File: config.mk
export PLATFORM = sky130hd
export DESIGN_NAME = btb_controller
export DESIGN_NICKNAME = d
export VERILOG_FILES = /design/src/rtl/dp_types_pkg.sv /design/src/rtl/btb_controller_pred_queue.sv /design/src/rtl/btb_controller.sv
export SDC_FILE = /design/constraint.sdc
export NUM_CORES = 1
export LEC_CHECK = 0
export CAP_MARGIN = 20
export CORE_ASPECT_RATIO = 1.75
export CORE_MARGIN = 10
export CORE_UTILIZATION = 50
export CTS_BUF_LIST = sky130_fd_sc_hd__clkbuf_4
export CTS_CLUSTER_DIAMETER = 200
export DETAILED_ROUTE_END_ITERATION = 10
export HOLD_SLACK_MARGIN = 0.1
export PLACE_DENSITY_LB_ADDON = 0.08
export SETUP_SLACK_MARGIN = 0.4
export SKIP_LAST_GASP = 1
export SYNTH_ARGS = -nofsm -noshare
export SYNTH_HDL_FRONTEND = slang
export SYNTH_SLANG_ARGS = --single-unit
File: constraint.sdc
create_clock -name CLK -period 8.25 [get_ports CLK]
set_clock_uncertainty 0.05 [all_clocks]
set_input_delay 1.65 -clock CLK [delete_from_list [all_inputs] [get_ports CLK]]
set_output_delay 1.65 -clock CLK [all_outputs]
set_load 0.02 [all_outputs]
File: src/rtl/dp_types_pkg.sv
// Shared types for the BTB controller: predictor counter encoding,
// in-flight queue entry layout and the controller FSM states.
package dp_types_pkg;

  typedef enum logic [1:0] {
    BPRED_NH = 2'd0,
    BPRED_NS = 2'd1,
    BPRED_TS = 2'd2,
    BPRED_TH = 2'd3
  } bpred_state_t;

  typedef enum logic {
    IDLE  = 1'b0,
    SWEEP = 1'b1
  } btb_ctrl_state_t;

  typedef struct packed {
    logic [31:0]  pc;
    bpred_state_t state;
    logic         pred_taken;
    logic [31:0]  pred_target;
  } btb_pred_entry_t;

  localparam int          ENTRY_W = $bits(btb_pred_entry_t);
  localparam logic [31:0] PC_STEP = 32'd4;

  function automatic logic predicts_taken(input bpred_state_t s);
    return (s == BPRED_TS) || (s == BPRED_TH);
  endfunction

endpackage

File: src/rtl/btb_controller_pred_queue.sv
// In-order FIFO of in-flight branch predictions with a single-cycle clear
// used to squash everything younger than a mispredicted branch.
module pred_queue
  import dp_types_pkg::*;
#(
  parameter int QDEPTH = 4
) (
  input  logic               clk,
  input  logic               rst_n,
  input  logic               push,
  input  logic [ENTRY_W-1:0] push_data,
  input  logic               pop,
  input  logic               clear,
  output logic [ENTRY_W-1:0] head,
  output logic               empty,
  output logic               full
);
  localparam int PTR_W = $clog2(QDEPTH);

  logic [ENTRY_W-1:0] mem [QDEPTH];
  logic [PTR_W-1:0]   rd_ptr;
  logic [PTR_W-1:0]   wr_ptr;
  logic [PTR_W:0]     count;
  logic               do_push;
  logic               do_pop;

  assign empty   = (count == '0);
  assign full    = (count == (PTR_W+1)'(QDEPTH));
  assign do_push = push && !full && !clear;
  assign do_pop  = pop && !empty;
  assign head    = mem[rd_ptr];

  // Pointers wrap naturally because QDEPTH is a power of two.
  always_ff @(posedge clk or negedge rst_n) begin
    if (!rst_n) begin
      rd_ptr <= '0;
      wr_ptr <= '0;
      count  <= '0;
    end else if (clear) begin
      rd_ptr <= '0;
      wr_ptr <= '0;
      count  <= '0;
    end else begin
      if (do_push) wr_ptr <= wr_ptr + PTR_W'(1);
      if (do_pop)  rd_ptr <= rd_ptr + PTR_W'(1);
      case ({do_push, do_pop})
        2'b10:   count <= count + (PTR_W+1)'(1);
        2'b01:   count <= count - (PTR_W+1)'(1);
        default: count <= count;
      endcase
    end
  end

  always_ff @(posedge clk) begin
    if (do_push) mem[wr_ptr] <= push_data;
  end

endmodule

File: src/rtl/btb_controller.sv
// BTB sequencer: combinational fetch prediction, in-order resolve with BTB
// update and squash, and an invalidate sweep that owns the BTB write port.
module btb_controller
  import dp_types_pkg::*;
#(
  parameter int IND_W  = 8,
  parameter int QDEPTH = 4
) (
  input  logic             CLK,
  input  logic             nRST,
  input  logic             f_req,
  input  logic             f_is_branch,
  input  logic [31:0]      f_pc,
  output logic             f_pred_taken,
  output logic [31:0]      f_pred_target,
  output logic             q_full,
  output logic [IND_W-1:0] btb_rsel,
  input  logic [1:0]       btb_rdat_state,
  input  logic [31:0]      btb_rdat_target,
  input  logic             r_valid,
  input  logic             r_taken,
  input  logic [31:0]      r_target,
  output logic             r_mispredict,
  output logic [31:0]      r_correct_pc,
  output logic             r_err,
  output logic             btb_wen,
  output logic [IND_W-1:0] btb_wsel,
  output logic [1:0]       btb_wdat_state,
  output logic [31:0]      btb_wdat_target,
  output logic             btb_phit,
  input  logic             inv_req,
  output logic             inv_busy
);
  localparam logic [IND_W-1:0] LAST_IDX = {IND_W{1'b1}};

  btb_ctrl_state_t    state;
  btb_ctrl_state_t    state_nxt;
  logic [IND_W-1:0]   sweep_idx;
  logic [IND_W-1:0]   sweep_idx_nxt;
  btb_pred_entry_t    push_entry;
  btb_pred_entry_t    head;
  logic [ENTRY_W-1:0] head_bits;
  logic               q_empty;
  logic               resolve;
  logic               push;
  logic               sweeping;
  bpred_state_t       rd_state;
  bpred_state_t       wr_state;

  assign sweeping = (state == SWEEP);
  assign inv_busy = sweeping;

  // Fetch-side prediction straight off the BTB read port.
  assign rd_state      = bpred_state_t'(btb_rdat_state);
  assign btb_rsel      = f_pc[IND_W+1:2];
  assign f_pred_taken  = !sweeping && predicts_taken(rd_state);
  assign f_pred_target = btb_rdat_target;

  assign push_entry = '{pc:          f_pc,
                        state:       rd_state,
                        pred_taken:  f_pred_taken,
                        pred_target: btb_rdat_target};
  assign head       = btb_pred_entry_t'(head_bits);

  // Resolve always checks the oldest entry; a mispredict also kills any
  // branch fetched down the wrong path in this same cycle.
  assign resolve      = r_valid && !q_empty;
  assign r_err        = r_valid && q_empty;
  assign r_mispredict = resolve &&
                        ((head.pred_taken != r_taken) ||
                         (r_taken && (head.pred_target != r_target)));
  assign r_correct_pc = r_taken ? r_target : (head.pc + PC_STEP);
  assign push         = f_req && f_is_branch && !q_full && !r_mispredict;

  pred_queue #(
    .QDEPTH(QDEPTH)
  ) u_queue (
    .clk      (CLK),
    .rst_n    (nRST),
    .push     (push),
    .push_data(push_entry),
    .pop      (resolve),
    .clear    (r_mispredict),
    .head     (head_bits),
    .empty    (q_empty),
    .full     (q_full)
  );

  always_ff @(posedge CLK or negedge nRST) begin
    if (!nRST) begin
      state     <= IDLE;
      sweep_idx <= '0;
    end else begin
      state     <= state_nxt;
      sweep_idx <= sweep_idx_nxt;
    end
  end

  always_comb begin
    state_nxt     = state;
    sweep_idx_nxt = sweep_idx;
    case (state)
      IDLE: begin
        sweep_idx_nxt = '0;
        if (inv_req) state_nxt = SWEEP;
      end
      SWEEP: begin
        sweep_idx_nxt = sweep_idx + IND_W'(1);
        if (sweep_idx == LAST_IDX) state_nxt = IDLE;
      end
      default: begin
        state_nxt     = IDLE;
        sweep_idx_nxt = '0;
      end
    endcase
  end

  // The sweep owns the write port; a resolve during the sweep loses its update.
  always_comb begin
    btb_wen         = 1'b0;
    btb_wsel        = '0;
    wr_state        = BPRED_NH;
    btb_wdat_target = '0;
    btb_phit        = 1'b0;
    if (sweeping) begin
      btb_wen  = 1'b1;
      btb_wsel = sweep_idx;
      wr_state = BPRED_NH;
      btb_phit = 1'b1;
    end else if (resolve) begin
      btb_wen         = 1'b1;
      btb_wsel        = head.pc[IND_W+1:2];
      wr_state        = head.state;
      btb_wdat_target = r_taken ? r_target : head.pred_target;
      btb_phit        = r_taken;
    end
  end

  assign btb_wdat_state = wr_state;

endmodule

==> flow_summary_export.csv, run 1 <==
group,metric,value,unit
status,status,"completed",
worst_setup_path,crit_fanout,38,
worst_setup_path,crit_type,"flip-flop to output port",
worst_setup_path,required,6.55,ns
pwr,p_clk_frac,0.275,
logic_synthesis,synth_edf_count,268,
clock_network,cts_tree,"built",
route,drt_pass1_iterations,5,
clock_network,clk-insertion-delay-late,0.72,ns
logic_synthesis,synth_top_area_cell,"edfxtp_1",
route,drc,0,
route,ant_nets,0,
logic_synthesis,syn_nets,969,
placement,placed_area,15330,µm²
cells_and_area,instances_no_fill,1459,
timing,slew_headroom,0.2792,
worst_setup_path,reg2reg_from,"u_queue.rd_ptr[0]",
pwr,power_frac_seq,0.421,
route,dr_wl_met2,17.98,mm
cells_and_area,synthToLayoutAreaGrowth,24.37,%
floorplanning,die_x,142.2,µm
clock_network,cts_made_buffers,68,
route,wl_met3,3.202,mm
logic_synthesis,seq_area_frac_synth,0.6464,
timing,rsz0062_at_grt,"no",
pwr,internal_power,2.981,mW
grt,overflow,0,
timing,fmax,0.1534,GHz
route,drt-total-wl,35.74,mm
floorplanning,row_count,78,
logic_synthesis,synth_top_area_share,0.6157,
grt,grt_pass1_wl,52.89,mm
grt,grt_usage,0.2132,
logic_synthesis,ys_warn_count,0,
floorplanning,fp.dieArea,33260,µm²
worst_hold_path,hp-class,"flip-flop to flip-flop",
grt,grt_max_degree,68,
cells_and_area,fillers,1990,
timing,drv_slew,0,
worst_setup_path,r2r-end,"u_queue.mem[3][51]",
placement,port_buffers,225,
pwr,power.switching,1.384,mW
clock_network,cts_root_buf,"clkbuf_4",
cells_and_area,drive_gt1_frac,0.1689,
clock_network,cts.path.max_buffers,3,
route,avgRoutedWirePerCell,24.49,µm
cells_and_area,final_area,16260,µm²
route,met1Wirelength,13.71,mm
logic_synthesis,synth_flop_cell,"edfxtp_1",
timing,finalSetupViolCount,0,
pwr,p_comb_frac,0.304,
logic_synthesis,avgSynthCellArea,15.25,µm²
worst_setup_path,critPathCapture,"r_mispredict",
worst_setup_path,crit_path_start,"u_queue.rd_ptr[0]",
clock_network,htree_levels,3,
timing,fin_crit,6.517,ns
timing,finalCritPeriodShare,0.7899,
clock_network,clock_sinks,284,
floorplanning,core_area,25860,µm²
flow_run,max_cap_viol_count,0,
grt,grt_pass1_vias,8709,
worst_setup_path,worstRegToRegCells,8,
worst_setup_path,end_kind,"output port",
timing,finalHoldViolations,0,
placement,dpl.hpwl,24.96,mm
clock_network,cts_hold_buf,0,
route,vias,8308,
pwr,p_leak,5.410,nW
pwr,ir_worst_vdd,146.2,µV
route,drtIter0Drc,647,
logic_synthesis,syn_area,13070,µm²
logic_synthesis,netlist_instances,857,
worst_setup_path,cp.arrival,4.82,ns
logic_synthesis,synthDistinctLibCells,65,
floorplanning,initial_core_util,0.5054,
logic_synthesis,ys_ff_latch,284,
cells_and_area,layout_common_cells,"edfxtp_1 (268), clkdlybuf4s50_1 (224), clkbuf_4 (102), nand2_1 (88), mux4_2 (41)",
route,vias_per_cell,5.694,
worst_setup_path,regToRegSetupSlack,3.09,ns
route,topRoutingLayerUsed,"met5",
floorplanning,die_y,233.9,µm
placement,numPlacedInstances,1336,
grt,grt_antenna_before_repair,5,
clock_network,cts_resized,0,
placement,place_congestion,0.8961,
logic_synthesis,synthTopCellsByArea,"edfxtp_1 (62%), mux4_2 (7.1%), mux4_1 (3.4%), dfrtp_1 (3.1%), buf_4 (2.6%)",
cells_and_area,layout_commonest_cell,"edfxtp_1",
worst_setup_path,cp-start-kind,"flip-flop",
clock_network,post_cts_buffers,0,
clock_network,clkTransAtPathRegs,0.07,ns
floorplanning,pin_count,226,
pwr,p_per_area,268.5,nW/µm²
pwr,switching_share,0.3172,
logic_synthesis,async_flop_share,0.05634,
cells_and_area,final_nets,1198,
timing,tightestPinTransition,1.081,ns
==> cells by family (layout without fill, tap and decap cells) <==
| kind of cell | Yosys count | count (layout) | synth area share |
|---|---|---|---|
| AOI/OAI and AO/OA | 116 | 116 | 0.05476 |
| adders and majority gates | 7 | 7 | 0.007275 |
| buffers and inverters | 95 | 375 | 0.04662 |
| xor gates and xnor gates | 60 | 60 | 0.04021 |
| other | 0 | 2 | 0 |
| DFF | 284 | 284 | 0.6464 |
| and+or+nand+nor | 212 | 212 | 0.08003 |
| muxes | 83 | 83 | 0.1247 |
==> power groups by stage <==
stage	logic [mW]	clock network, mW	registers [mW]
finish	1.33	1.20	1.84
global route	1.42	1.32	1.85
CTS	1.34	1.25	1.84
detailed placement	1.33	0	1.87
global placement	1.33	0	1.87
floorplan	0.968	0	1.81
==> worst max-delay path, cell delays in order (launching register included) <==
cell	delay (ns)
dfrtp_4	0.81
buf_4	0.48
mux4_1	0.65
xnor2_1	0.31
nand4_1	0.19
nor4_2	0.21
nand4_2	0.51
o21a_1	0.37
clkdlybuf4s50_1	0.54
==> layer usage <==
layer  GRT usage  vias up
met4     0.07500        6
met5           0        -
met1      0.2518     4112
li1            -     3802
met3     0.07900       46
met2      0.3503      342
==> sequential cells by signal, indices dropped and copies added (netlist names) <==
| signal | count |
|---|---|
| u_queue.mem | 268 |
| sweep_idx | 8 |
| u_queue.count | 3 |
| u_queue.rd_ptr | 2 |
| u_queue.wr_ptr | 2 |
| inv_busy | 1 |
==> cell type report <==
class                      count  area (µm²)  share of cell area
sequential                   284        8456              0.5202
clock buffer                 102       765.7             0.04711
tap                          320       400.4             0.02463
antenna                        2       5.005           0.0003079
clock inverter                19       155.1            0.009544
timing repair buffer         241        2367              0.1456
inverter                      13       48.80            0.003002
multi-input combinational    478        4058              0.2496
==> per-stage QoR <==
| step | power [mW] | setup TNS [ns] | util | hold slack (ns) | worst slack [ns] |
|---|---|---|---|---|---|
| CTS | 4.426 | 0 | 0.6284 | 0.4512 | 1.666 |
| floorplan | 2.777 | -9.589 | - | 0.4025 | -0.03578 |
| detailed placement | 3.205 | 0 | 0.5927 | 0.4409 | 2.131 |
| global placement | 3.198 | 0 | 0.5927 | 0.4397 | 2.181 |
| finish | 4.365 | 0 | 0.6285 | 0.4544 | 1.733 |
| global route | 4.600 | 0 | 0.6285 | 0.4735 | 1.485 |
==> Yosys cell counts, types with 13 or more instances <==
| library cell | n |
|---|---|
| mux2i_1 | 17 |
| o21ai_0 | 36 |
| xor2_1 | 23 |
| nand2_1 | 88 |
| nand4_1 | 23 |
| xnor2_1 | 37 |
| clkbuf_1 | 22 |
| dfrtp_1 | 16 |
| nor2_1 | 24 |
| edfxtp_1 | 268 |
| nor3_1 | 13 |
| buf_4 | 45 |
| nand3_1 | 29 |
| a21oi_1 | 39 |
| mux4_1 | 17 |
| mux4_2 | 41 |
==> worst min-delay path by stage <==
stage | start | end | slack [ns] | cells past startpoint
final | sweep_idx[0] | sweep_idx[0] | 0.45 | 1
after global routing | sweep_idx[0] | sweep_idx[0] | 0.47 | 1
after CTS | sweep_idx[0] | sweep_idx[0] | 0.45 | 1
after detailed placement | sweep_idx[0] | sweep_idx[0] | 0.44 | 1
after global placement | sweep_idx[0] | sweep_idx[0] | 0.44 | 1
after floorplan | sweep_idx[0] | sweep_idx[0] | 0.40 | 1
Note: power is estimated with default switching activity, not from simulation.
==> run 2, diff against run 1 <==
- clock period: 8.25 -> 6.69 ns (I/O delays scaled with it)
==> run 2 against run 1 <==
Critical path type unchanged. Clock power grew 19%. Sequential cell count is the same. Worst setup slack lost 1.0 ns. Largest cell class unchanged. Global-route usage shrank 0.18 points.
==> flow_summary_export.csv, run 2 (synthesis results as in run 1) <==
group,metric,value,unit
status,status,"completed",
cells_and_area,final_nets,1196,
cells_and_area,final_util,0.6284,
route,vias_per_cell,5.756,
route,drtIter0Drc,542,
worst_hold_path,hp-class,"flip-flop to flip-flop",
worst_setup_path,critPathCapture,"r_mispredict",
worst_setup_path,reg2reg_from,"u_queue.rd_ptr[0]",
timing,setup_slack,0.7054,ns
route,met1Wirelength,13.36,mm
worst_setup_path,cp_cell_sequence,"buf_4 > mux4_2 > xor2_1 > nor4_2 > nand4_2 > buf_4 > o21a_1 > clkdlybuf4s50_1",
cells_and_area,layout_commonest_cell,"edfxtp_1",
grt,grt_usage,0.2114,
clock_network,post_cts_buffers,0,
worst_setup_path,crit_path_start,"u_queue.rd_ptr[0]",
worst_setup_path,cpPeakStageDelay,1.00,ns
floorplanning,initial_core_util,0.5054,
worst_setup_path,cp.depth,8,
worst_setup_path,crit_fanout,44,
clock_network,clkTransAtPathRegs,0.07,ns
pwr,p_leak,5.386,nW
placement,placed_area,15370,µm²
worst_setup_path,cpMostUsedCell,"buf_4",
flow_run,max_cap_viol_count,0,
placement,place_ws,1.351,ns
grt,grt_max_degree,68,
worst_setup_path,cp-start-kind,"flip-flop",
clock_network,cts_root_buf,"clkbuf_4",
cells_and_area,synthToLayoutAreaGrowth,24.34,%
route,avgRoutedWirePerCell,24.63,µm
worst_setup_path,slowest_stage,"dfrtp_4",
clock_network,htree_levels,3,
worst_setup_path,critPathBufInv,3,
cells_and_area,top_regs,"u_queue.mem: 268 flops, sweep_idx: 8 flops, u_queue.count: 3 flops",
timing,finalCritPeriodShare,0.8946,
route,wl_met3,3.103,mm
cells_and_area,largest_register_ffs,268,
placement,numPlacedInstances,1335,
timing,drv_slew,0,
timing,finalHoldViolations,0,
clock_network,clock_sinks,284,
floorplanning,row_count,78,
cells_and_area,multi_input_area,4058,µm²
pwr,ir_worst_vdd,230.7,µV
worst_setup_path,critPathTopFamily,"buffers and inverters",
grt,overflow,0,
grt,grt_antenna_before_repair,3,
route,vias,8358,
timing,tightestPinTransition,0.9542,ns
cells_and_area,regArea,8456,µm²
clock_network,cts_made_buffers,67,
timing,fmax,0.1671,GHz
route,drt-total-wl,35.77,mm
clock_network,cts.path.max_buffers,3,
timing,fin_crit,5.985,ns
clock_network,cts_tree,"built",
cells_and_area,final_area,16250,µm²
placement,place_congestion,0.8616,
grt,grt_pass1_wl,52.69,mm
worst_setup_path,crit_type,"flip-flop to output port",
worst_setup_path,worstRegToRegCells,13,
cells_and_area,layout_common_cells,"edfxtp_1 (268), clkdlybuf4s50_1 (224), clkbuf_4 (96), nand2_1 (88), mux4_2 (41)",
pwr,p_per_area,328.8,nW/µm²
route,dr_wl_met2,18.59,mm
worst_setup_path,required,5.30,ns
cells_and_area,fillers,2015,
grt,grt_pass1_vias,8839,
placement,port_buffers,225,
placement,dpl.hpwl,24.58,mm
timing,slew_headroom,0.3615,
worst_setup_path,regToRegSetupSlack,1.83,ns
floorplanning,pin_count,226,
worst_setup_path,r2r-end,"u_queue.count[2]",
worst_hold_path,whs_path_depth,1,
clock_network,clk-insertion-delay-late,0.67,ns
timing,finalSetupViolCount,0,
cells_and_area,instances_no_fill,1452,
cells_and_area,drive_gt1_frac,0.1627,
worst_setup_path,cp.arrival,4.60,ns
route,ant_nets,0,
clock_network,cts_hold_buf,0,
route,topRoutingLayerUsed,"met5",
floorplanning,die_y,233.9,µm
worst_setup_path,end_kind,"output port",
timing,rsz0062_at_grt,"no",
cells_and_area,regMostFlops,"u_queue.mem",
route,drt_pass1_iterations,5,
floorplanning,fp.dieArea,33260,µm²
floorplanning,die_x,142.2,µm
route,drc,0,
clock_network,cts_resized,0,
floorplanning,core_area,25860,µm²
-- run 2: cell count changes in the layout (fill, tap and decap cells not counted), sizes merged --
cell	change
buf	-1
diode	-1
inv	+1
clkbuf	-6
-- run 2: how the worst min path moves through the flow --
stage                 start      endpoint  slack, ns
6_report       sweep_idx[0]  sweep_idx[0]       0.47
5_1_grt        sweep_idx[0]  sweep_idx[0]       0.49
4_1_cts        sweep_idx[0]  sweep_idx[0]       0.47
3_5_place_dp   sweep_idx[0]  sweep_idx[0]       0.45
3_3_place_gp   sweep_idx[0]  sweep_idx[0]       0.45
2_1_floorplan  sweep_idx[0]  sweep_idx[0]       0.40
-- run 2: worst register-to-register path: cells and delay by family (launching register included) --
family	cells	cell delay (ns)
AO/OA/AOI/OAI	4	0.95
XOR/XNOR	1	0.22
adder cells (fa/ha/maj)	1	0.42
buffers and inverters	2	0.78
flip-flops	1	1.00
multiplexers	1	0.62
AND/OR/NAND/NOR	4	0.75
-- run 2: layout make-up --
class,instances,area share
clock buffer,96,0.04435
antenna,1,0.0001540
inverter,13,0.003003
timing repair buffer,240,0.1483
tap,320,0.02464
clock inverter,20,0.009624
sequential,284,0.5203
multi-input combinational,478,0.2497
-- run 2: routing by layer --
metal | up-vias | GRT usage
met5 | - | 0
met4 | 4 | 0.07115
met3 | 48 | 0.06644
met2 | 368 | 0.3602
met1 | 4134 | 0.2469
li1 | 3804 | -
-- run 2: report_power, final --
part,switching (mW),internal (mW)
clock,0.656,0.777
combinational,0.871,0.748
sequential,0.173,2.12
-- run 2: metrics by stage --
step | power [mW] | TNS [ns] | hold WS, ns
finish | 5.344 | 0 | 0.4747
global route | 5.619 | 0 | 0.4933
CTS | 5.414 | 0 | 0.4652
detailed placement | 3.961 | 0 | 0.4532
global placement | 3.951 | 0 | 0.4479
floorplan | 3.425 | -344.05 | 0.4025
==> run 3, diff against run 2 <==
- SLEW_MARGIN: unset -> 5
- clock period: 6.69 -> 5.4 ns (I/O delays scaled with it)
==> run 3 against run 2 <==
Critical path depth stayed put. Cell area grew 0.77%. Register-to-register slack worse by 0.65 ns. Non-clock buffer count increased by 12. Die area unchanged. Critical endpoint is now r_correct_pc[28]. Largest cell class unchanged. Largest power group unchanged.
==> flow_summary_export.csv, run 3 (synthesis results as in run 1) <==
group,metric,value,unit
placement,port_buffers,225,
worst_setup_path,cp.arrival,3.84,ns
cells_and_area,final_util,0.6332,
route,drt_pass1_iterations,5,
route,avgRoutedWirePerCell,24.45,µm
pwr,p_clk_frac,0.251,
timing,whs,0.4834,ns
floorplanning,die_x,142.2,µm
timing,rsz0062_at_grt,"yes",
floorplanning,fp.dieArea,33260,µm²
placement,dpl.hpwl,24.49,mm
route,vias_per_cell,5.689,
timing,fmax,0.2012,GHz
grt,grt_antenna_before_repair,4,
grt,overflow,0,
cells_and_area,regMostFlops,"u_queue.mem",
grt,grt_usage,0.2131,
floorplanning,initial_core_util,0.5054,
worst_setup_path,cp-start-kind,"flip-flop",
cells_and_area,drive_gt1_frac,0.1736,
cells_and_area,largest_register_ffs,268,
route,drt-total-wl,35.72,mm
floorplanning,pin_count,226,
timing,slew_headroom,0.4323,
worst_setup_path,required,4.27,ns
clock_network,clock_sinks,284,
worst_setup_path,worstRegToRegCells,14,
grt,grt_pass1_vias,8830,
timing,tightestPinTransition,0.8489,ns
route,ant_nets,0,
pwr,power_frac_seq,0.420,
worst_setup_path,cpMostUsedCell,"nand4_1",
worst_hold_path,whs_path_depth,1,
cells_and_area,fillers,1951,
route,drtIter0Drc,716,
worst_setup_path,crit_path_start,"u_queue.rd_ptr[0]",
pwr,p_per_area,399.8,nW/µm²
worst_setup_path,cp_cell_sequence,"buf_12 > mux4_1 > nand4_1 > nor3_1 > nand4_1 > xnor2_1 > mux2_2 > clkdlybuf4s50_1",
pwr,ir_worst_vdd,202.7,µV
clock_network,cts_root_buf,"clkbuf_4",
timing,finalCritPeriodShare,0.9204,
floorplanning,row_count,78,
timing,fin_crit,4.970,ns
timing,drv_slew,0,
pwr,switching_share,0.3224,
cells_and_area,layout_commonest_cell,"edfxtp_1",
floorplanning,core_area,25860,µm²
cells_and_area,top_regs,"u_queue.mem: 268 flops, sweep_idx: 8 flops, u_queue.count: 3 flops",
worst_setup_path,cpPeakStageDelay,0.57,ns
worst_setup_path,crit_fanout,9,
worst_setup_path,slowest_stage,"dfrtp_4",
clock_network,cts_made_buffers,68,
worst_setup_path,end_kind,"output port",
route,drc,0,
clock_network,cts.path.max_buffers,3,
cells_and_area,instances_no_fill,1461,
pwr,power.switching,2.111,mW
timing,finalSetupViolCount,0,
pwr,p_comb_frac,0.329,
placement,place_congestion,0.8578,
clock_network,clk-insertion-delay-late,0.75,ns
worst_hold_path,hp-class,"flip-flop to flip-flop",
cells_and_area,final_nets,1209,
flow_run,max_cap_viol_count,0,
clock_network,cts_tree,"built",
worst_setup_path,crit_type,"flip-flop to output port",
clock_network,htree_levels,3,
grt,grt_pass1_wl,53.15,mm
cells_and_area,layout_common_cells,"edfxtp_1 (268), clkdlybuf4s50_1 (211), clkbuf_4 (92), nand2_1 (88), mux4_2 (41)",
timing,finalHoldViolations,0,
worst_setup_path,reg2reg_from,"u_queue.rd_ptr[0]",
worst_hold_path,hp-start,"sweep_idx[0]",
route,vias,8311,
floorplanning,die_y,233.9,µm
status,status,"completed",
pwr,p_leak,5.540,nW
placement,numPlacedInstances,1338,
pwr,internal_power,4.436,mW
grt,grt_max_degree,68,
cells_and_area,synthToLayoutAreaGrowth,25.30,%
clock_network,clkTransAtPathRegs,0.07,ns
## run 3: cell types whose count changed in the layout (fill, tap and decap cells not counted), moves of 3 or more
cell	before	now
clkdlybuf4s50_1	224	211
dlymetal6s2s_1	0	10
buf_4	11	18
diode_2	1	6
clkbuf_4	96	92
buf_12	4	7
clkinv_1	13	10
## run 3: worst max-delay path, delay by kind of cell, from the launching register on
kind / cells / cell delay, ns
XOR/XNOR: 1 / 0.16
flip-flops: 1 / 0.57
AND/OR/NAND/NOR: 3 / 0.95
multiplexers: 2 / 0.70
buffers and inverters: 2 / 0.73
## run 3: through the flow
stage               setup TNS (ns)  cell area (µm²)  power (mW)  setup WS, ns
floorplan                  -135.50            13070       4.229       -0.5056
global placement                 0            15420       4.891        0.7145
finish                           0            16380       6.547        0.4296
CTS                              0            16330       6.629        0.3943
detailed placement               0            15420       4.903        0.6697
global route                     0            16370       6.896        0.2598
## run 3: path summary, 6_finish.rpt
check,endpoint,slack [ns]
max in group asynchronous,u_queue.rd_ptr[0],3.88
setup reg to reg,u_queue.count[2],1.18
setup / recovery,r_correct_pc[28],0.43
hold / removal,sweep_idx[0],0.48
min in group asynchronous,u_queue.count[1],0.79
hold reg to reg,sweep_idx[0],0.48
## run 3: area by class of cell
cell class	instances	area, µm²	area share
Sequential cell	284	8456	0.5163
Timing Repair Buffer	252	2582	0.1577
Antenna cell	6	15.01	0.0009168
Inverter	13	48.80	0.002980
Clock buffer	92	690.7	0.04217
Multi-Input combinational cell	478	4093	0.2499
Tap cell	320	400.4	0.02445
Clock inverter	16	91.34	0.005577
## run 3: power groups by stage
stage | Combinational, mW | Clock [mW] | Sequential, mW
floorplan | 1.48 | 0 | 2.75
global placement | 2.05 | 0 | 2.84
detailed placement | 2.05 | 0 | 2.85
CTS | 2.18 | 1.70 | 2.75
global route | 2.32 | 1.80 | 2.77
finish | 2.15 | 1.64 | 2.75
## run 3: metal layers
layer  vias up  GRT usage  part of all wire
li1       3825          -                 -
met1      4092     0.2473              0.37
met2       344     0.3558              0.51
met3        50    0.07656             0.097
met4         0    0.07692             0.021
met5         -          0                 0
## run 3: repair_timing
item                                    in CTS  in global routing
buffers inserted                             8                  1
resized for setup                           12                 14
hold buffers                                 0                  0
endpoints found under the setup margin      23                 17
endpoints found under the hold margin        0                  0
pin swaps                                    2                  5
